## src/rtl/mult_div_unit.sv

```systemverilog
// Iterative HI/LO multiply/divide unit: shift-add multiply and restoring divide on
// magnitudes, with a final sign-fix cycle before HI/LO are written.
module mult_div_unit #(
  parameter int WIDTH = 32
) (
  input  logic             clk,
  input  logic             rst_n,
  input  logic             start,
  input  logic [2:0]       op,
  input  logic [WIDTH-1:0] rs_data,
  input  logic [WIDTH-1:0] rt_data,
  output logic             busy,
  output logic             done,
  output logic             div_by_zero,
  output logic [WIDTH-1:0] hi,
  output logic [WIDTH-1:0] lo
);

  // state  | meaning
  // IDLE   | waiting for start; MTHI/MTLO complete here
  // CALC   | one multiply/divide iteration per cycle
  // SIGN   | apply result signs, write HI/LO, pulse done
  localparam logic [1:0] S_IDLE = 2'd0;
  localparam logic [1:0] S_CALC = 2'd1;
  localparam logic [1:0] S_SIGN = 2'd2;

  localparam int CW = $clog2(WIDTH + 1);
  localparam logic [WIDTH-1:0]   ONE  = WIDTH'(1);
  localparam logic [2*WIDTH-1:0] ONE2 = (2 * WIDTH)'(1);

  logic [1:0]       state_q, state_d;
  logic [CW-1:0]    cnt_q, cnt_d;
  logic [WIDTH-1:0] mcand_q, mcand_d;
  logic [WIDTH-1:0] acc_hi_q, acc_hi_d;
  logic [WIDTH-1:0] acc_lo_q, acc_lo_d;
  logic             is_div_q, is_div_d;
  logic             neg_q, neg_d;
  logic             neg_rem_q, neg_rem_d;
  logic             dz_q, dz_d;
  logic             dbz_q, dbz_d;
  logic             done_q, done_d;
  logic [WIDTH-1:0] hi_q, hi_d;
  logic [WIDTH-1:0] lo_q, lo_d;

  logic             rs_neg, rt_neg;
  logic [WIDTH-1:0] rs_mag, rt_mag;
  logic [WIDTH-1:0] mul_addend;
  logic [WIDTH:0]   mul_sum;
  logic [WIDTH:0]   rem_sh;
  logic [WIDTH:0]   div_diff;
  logic [2*WIDTH-1:0] prod, prod_neg;

  assign rs_neg = op[0] & rs_data[WIDTH-1];
  assign rt_neg = op[0] & rt_data[WIDTH-1];
  assign rs_mag = rs_neg ? (~rs_data + ONE) : rs_data;
  assign rt_mag = rt_neg ? (~rt_data + ONE) : rt_data;

  assign mul_addend = acc_lo_q[0] ? mcand_q : '0;
  assign mul_sum    = {1'b0, acc_hi_q} + {1'b0, mul_addend};
  assign rem_sh     = {acc_hi_q, acc_lo_q[WIDTH-1]};
  assign div_diff   = rem_sh - {1'b0, mcand_q};
  assign prod       = {acc_hi_q, acc_lo_q};
  assign prod_neg   = ~prod + ONE2;

  always_comb begin
    state_d   = state_q;
    cnt_d     = cnt_q;
    mcand_d   = mcand_q;
    acc_hi_d  = acc_hi_q;
    acc_lo_d  = acc_lo_q;
    is_div_d  = is_div_q;
    neg_d     = neg_q;
    neg_rem_d = neg_rem_q;
    dz_d      = dz_q;
    dbz_d     = dbz_q;
    done_d    = 1'b0;
    hi_d      = hi_q;
    lo_d      = lo_q;

    case (state_q)
      S_IDLE: begin
        if (start && !op[2]) begin
          state_d   = S_CALC;
          cnt_d     = CW'(WIDTH);
          is_div_d  = op[1];
          neg_d     = rs_neg ^ rt_neg;
          neg_rem_d = rs_neg;
          dz_d      = op[1] && (rt_data == '0);
          dbz_d     = 1'b0;
          mcand_d   = rt_mag;
          acc_hi_d  = '0;
          // With a zero divisor the raw dividend shifts straight into the remainder.
          acc_lo_d  = (op[1] && (rt_data == '0)) ? rs_data : rs_mag;
        end else if (start && !op[1]) begin
          if (op[0]) lo_d = rs_data;
          else       hi_d = rs_data;
          done_d = 1'b1;
          dbz_d  = 1'b0;
        end
      end

      S_CALC: begin
        cnt_d = cnt_q - CW'(1);
        if (is_div_q) begin
          if (rem_sh >= {1'b0, mcand_q}) begin
            acc_hi_d = div_diff[WIDTH-1:0];
            acc_lo_d = {acc_lo_q[WIDTH-2:0], 1'b1};
          end else begin
            acc_hi_d = rem_sh[WIDTH-1:0];
            acc_lo_d = {acc_lo_q[WIDTH-2:0], 1'b0};
          end
        end else begin
          acc_hi_d = mul_sum[WIDTH:1];
          acc_lo_d = {mul_sum[0], acc_lo_q[WIDTH-1:1]};
        end
        if (cnt_q == CW'(1)) state_d = S_SIGN;
      end

      S_SIGN: begin
        if (!is_div_q) begin
          {hi_d, lo_d} = neg_q ? prod_neg : prod;
        end else if (dz_q) begin
          hi_d = acc_hi_q;
          lo_d = acc_lo_q;
        end else begin
          lo_d = neg_q     ? (~acc_lo_q + ONE) : acc_lo_q;
          hi_d = neg_rem_q ? (~acc_hi_q + ONE) : acc_hi_q;
        end
        dbz_d   = dz_q;
        done_d  = 1'b1;
        state_d = S_IDLE;
      end

      default: state_d = S_IDLE;
    endcase
  end

  always_ff @(posedge clk) begin
    if (!rst_n) begin
      state_q   <= S_IDLE;
      cnt_q     <= '0;
      mcand_q   <= '0;
      acc_hi_q  <= '0;
      acc_lo_q  <= '0;
      is_div_q  <= 1'b0;
      neg_q     <= 1'b0;
      neg_rem_q <= 1'b0;
      dz_q      <= 1'b0;
      dbz_q     <= 1'b0;
      done_q    <= 1'b0;
      hi_q      <= '0;
      lo_q      <= '0;
    end else begin
      state_q   <= state_d;
      cnt_q     <= cnt_d;
      mcand_q   <= mcand_d;
      acc_hi_q  <= acc_hi_d;
      acc_lo_q  <= acc_lo_d;
      is_div_q  <= is_div_d;
      neg_q     <= neg_d;
      neg_rem_q <= neg_rem_d;
      dz_q      <= dz_d;
      dbz_q     <= dbz_d;
      done_q    <= done_d;
      hi_q      <= hi_d;
      lo_q      <= lo_d;
    end
  end

  assign busy        = (state_q != S_IDLE);
  assign done        = done_q;
  assign div_by_zero = dbz_q;
  assign hi          = hi_q;
  assign lo          = lo_q;

endmodule

```

## config.mk

```make
export PLATFORM = sky130hd
export DESIGN_NAME = mult_div_unit
export DESIGN_NICKNAME = d
export VERILOG_FILES = /design/src/rtl/mult_div_unit.sv
export SDC_FILE = /design/constraint.sdc
export NUM_CORES = 1
export LEC_CHECK = 0
export ABC_AREA = 1
export CELL_PAD_IN_SITES_DETAIL_PLACEMENT = 0
export CELL_PAD_IN_SITES_GLOBAL_PLACEMENT = 2
export CORE_ASPECT_RATIO = 1.5
export CORE_MARGIN = 2
export CORE_UTILIZATION = 34
export DETAILED_ROUTE_END_ITERATION = 10
export HOLD_SLACK_MARGIN = 0.08
export PLACE_DENSITY_LB_ADDON = 0.1
export SKIP_LAST_GASP = 1
export SLEW_MARGIN = 20
export SYNTH_ARGS = -nofsm -noshare
export SYNTH_HDL_FRONTEND = slang
export SYNTH_SLANG_ARGS = --single-unit
```

## constraint.sdc

```tcl
create_clock -name clk -period 5.9 [get_ports clk]
set_input_delay 1.18 -clock clk [delete_from_list [all_inputs] [get_ports clk]]
set_output_delay 1.18 -clock clk [all_outputs]
set_load 0.005 [all_outputs]
```

==> out/metrics.yaml <==
place_hpwl_um: 73600
final.period_utilization: 0.657
cell_with_the_most_instances_after_synthesis: "nand2_1"
chipWidth_um: 191
cp_data_arrival_time_ps: 4230
finalNetCount: 3416
finalHoldViolations: 0
synth.top_cells.by_count: "853 x nand2_1, 435 x inv_1, 382 x nor2_1"
fp.dieArea_um2: 54200
start_kind: "primary input"
clock_sink_count: 174
clock_input_transition_at_the_sequential_cells_of_the_worst_setup_and_hold_paths_ps: 80
synth_ff_type: "dfxtp_1"
synth-edff-count: 0
max_cap_viol_count: 0
grt_start_max_net_pins: 101
yosys.cell_types.count: 53
ys_async_sr_fraction: 0
antenna_found_initial: 0
clock_latency_ps: 480
post_drt_via_cell_ratio: 5.43
tightest_slew_ps: 1090
die_height_um: 284
hp-class: "reg -> reg"
post_synth_and_or_nand_nor_area_fraction: 0.409
post_synth_instance_area_um2: 17800
post_synthesis_sequential_area_ratio: 0.196
netlist_instances: 3214
totalNegativeSetupSlack_ps: 0
timing_max_transition_violations_final: 0
drtIter0Drc: 1348
critical_path_peak_fanout: 40
grt_pass1_vias: 20722
clockRootBuffer: "clkbuf_16"
tritoncts_clock_tree: "yes"
synth_seq_cells: 174
power.density_nw_per_um2: 207
min_period_ps: 3880
grt_setup_unrepaired: "false"
wire_length_of_the_first_global_routing_pass_um: 131000
yosys.area_share.adder: 0.0515
total_leakage_power_nw: 9.69
floorplan.initialDensity: 0.344
worst-r2r-cell-count: 10
core_area_um2: 51700
placement.io_buffers: 136
leftover_overflow_at_the_end_of_global_routing: 0
maximum_vdd_drop_v: 0.000200
syn_area_per_cell_um2: 5.53
initial_drt_pass_iterations: 5
synth_nets: 3356
synth_area_leader_cell: "dfxtp_1"
synth.top_cells.by_area: "dfxtp_1 20%, nand2_1 18%, inv_1 9.2%, nand3_1 9.0%, nor2_1 8.1%"
ctsHoldBuffers: 0
synth_top_family_by_area: "simple AND/OR/NAND/NOR gates"
criticalPathCategory: "in -> reg"
compound_gate_portion_of_the_synthesized_area: 0.192
cp-end-kind: "flop"
timing.clock.skew_ps: 14.3
std_cell_rows: 102
synth_top_area_frac: 0.196
syn2layout_area_growth_pct: 13.9
synth-xor-area-share: 0.0251
post_cts.repair.setup_buffers: 0
cp_data_required_time_ps: 6250
outcome: "completed"
vias: 21530
drt.antenna.violating_nets: 0
htree_num_levels: 4
cts_buffers: 17
drc_errors: 0
clk_path_buf_depth: 2
top_level_ports: 137
hold-path-cell-count: 2
timing.slew.headroom: 0.272
track_usage: 0.331
post_cts_resized: 0
finalWirelength_um: 91000
drive_above_1_share: 0.0447
gp_congestion: 1.02
yosysWarningCount: 0
drt-wirelength-per-cell_um: 23.0
layout.core_utilization: 0.392
synth.mux.area_fraction: 0
finalSetupViolCount: 0
fmax_ghz: 0.258
[flip-flops by register name, indices dropped and copies added (netlist names), 2 cells and up]
signal / flops
state_q: 2
acc_lo_q: 32
cnt_q: 6
mcand_q: 32
lo: 32
acc_hi_q: 32
hi: 32
[worst paths after layout]
| check | startpoint | to | slack [ps] |
|---|---|---|---|
| worst max-delay path | op[1] | lo[29] | 2020 |
| worst max register to register | acc_hi_q[25] | acc_hi_q[8] | 2040 |
| worst min register to register | neg_rem_q | neg_rem_q | 460 |
| worst min-delay path | neg_rem_q | neg_rem_q | 460 |
[layer usage]
metal  routed length, um  vias up  GRT usage
met5                   0        -          0
met4                9580        0      0.302
met3                3410      310     0.0393
met2               47700      753      0.624
met1               30300     9933      0.305
li1                    -    10534          -
[through the flow]
| step | std cells | setup slack (ps) | total power [mW] | hold WS (ps) | area [um2] |
|---|---|---|---|---|---|
| 2_1_floorplan | 3214 | 3230 | 2.38 | 430 | 17800 |
| 3_5_place_dp | 3931 | 1650 | 2.99 | 454 | 19600 |
| 6_report | 3964 | 2020 | 4.19 | 464 | 20200 |
| 3_3_place_gp | 3931 | 1640 | 2.99 | 446 | 19600 |
| 5_1_grt | 3963 | 1880 | 4.40 | 498 | 20200 |
| 4_1_cts | 3963 | 2160 | 4.18 | 464 | 20200 |
[final cells by class]
cell class | count | area [um2]
fill | 5953 | 31400
sequential | 174 | 3490
tap | 676 | 846
clock buffer | 17 | 425
inverter | 445 | 1670
antenna | 1 | 2.50
clock inverter | 15 | 169
multi-input combinational | 2472 | 12100
timing repair buffer | 164 | 1570
[cell families (layout without fill, tap and decap cells)]
logic type / Yosys count / count (layout)
compound gates: 642 / 642
other cells: 0 / 1
flops: 174 / 174
fa+ha+maj: 72 / 72
buf+inv: 568 / 641
xor+xnor: 51 / 51
simple gates: 1707 / 1707
[worst max-delay path, cell delays in order]
cell             delay, ps
clkdlybuf4s50_1        720
o21ai_0                150
nand2_1                100
nor2_1                  60
o21ai_2                 60
buf_4                  340
clkinv_1               930
o21ai_0                560
a21oi_1                 80
[placed cells by master, fill, tap and decap left out, drive strengths merged, types with 2 or more instances in the layout]
| cell | synthesis | final |
|---|---|---|
| nand2 | 867 | 867 |
| inv | 444 | 450 |
| nor2 | 400 | 400 |
| nand3 | 329 | 329 |
| o21ai | 315 | 315 |
| a21oi | 260 | 260 |
| dfxtp | 174 | 174 |
| clkdlybuf4s50 | 0 | 135 |
| ha | 70 | 70 |
| xor2 | 44 | 44 |
| nand4 | 42 | 42 |
| buf | 44 | 29 |
| nor3 | 24 | 24 |
| a31oi | 20 | 20 |
| clkbuf | 79 | 17 |
| or2 | 13 | 13 |
| nand3b | 12 | 12 |
| o21bai | 11 | 11 |
| clkinv | 1 | 10 |
| o211ai | 9 | 9 |
| nor4 | 8 | 8 |
| xnor2 | 7 | 7 |
| and2 | 7 | 7 |
| a21o | 6 | 6 |
| o21a | 4 | 4 |
| and3 | 4 | 4 |
| o31ai | 3 | 3 |
| a21boi | 3 | 3 |
| a211oi | 3 | 3 |
| a221oi | 2 | 2 |
| o22ai | 2 | 2 |
| fa | 2 | 2 |
[where the power goes]
part | internal [mW] | switching, mW | leakage, nW
combinational | 0.494 | 1.10 | 7.97
clock | 0.571 | 0.625 | 0.292
sequential | 1.26 | 0.129 | 1.42
Power figures use the tool's default switching activity.
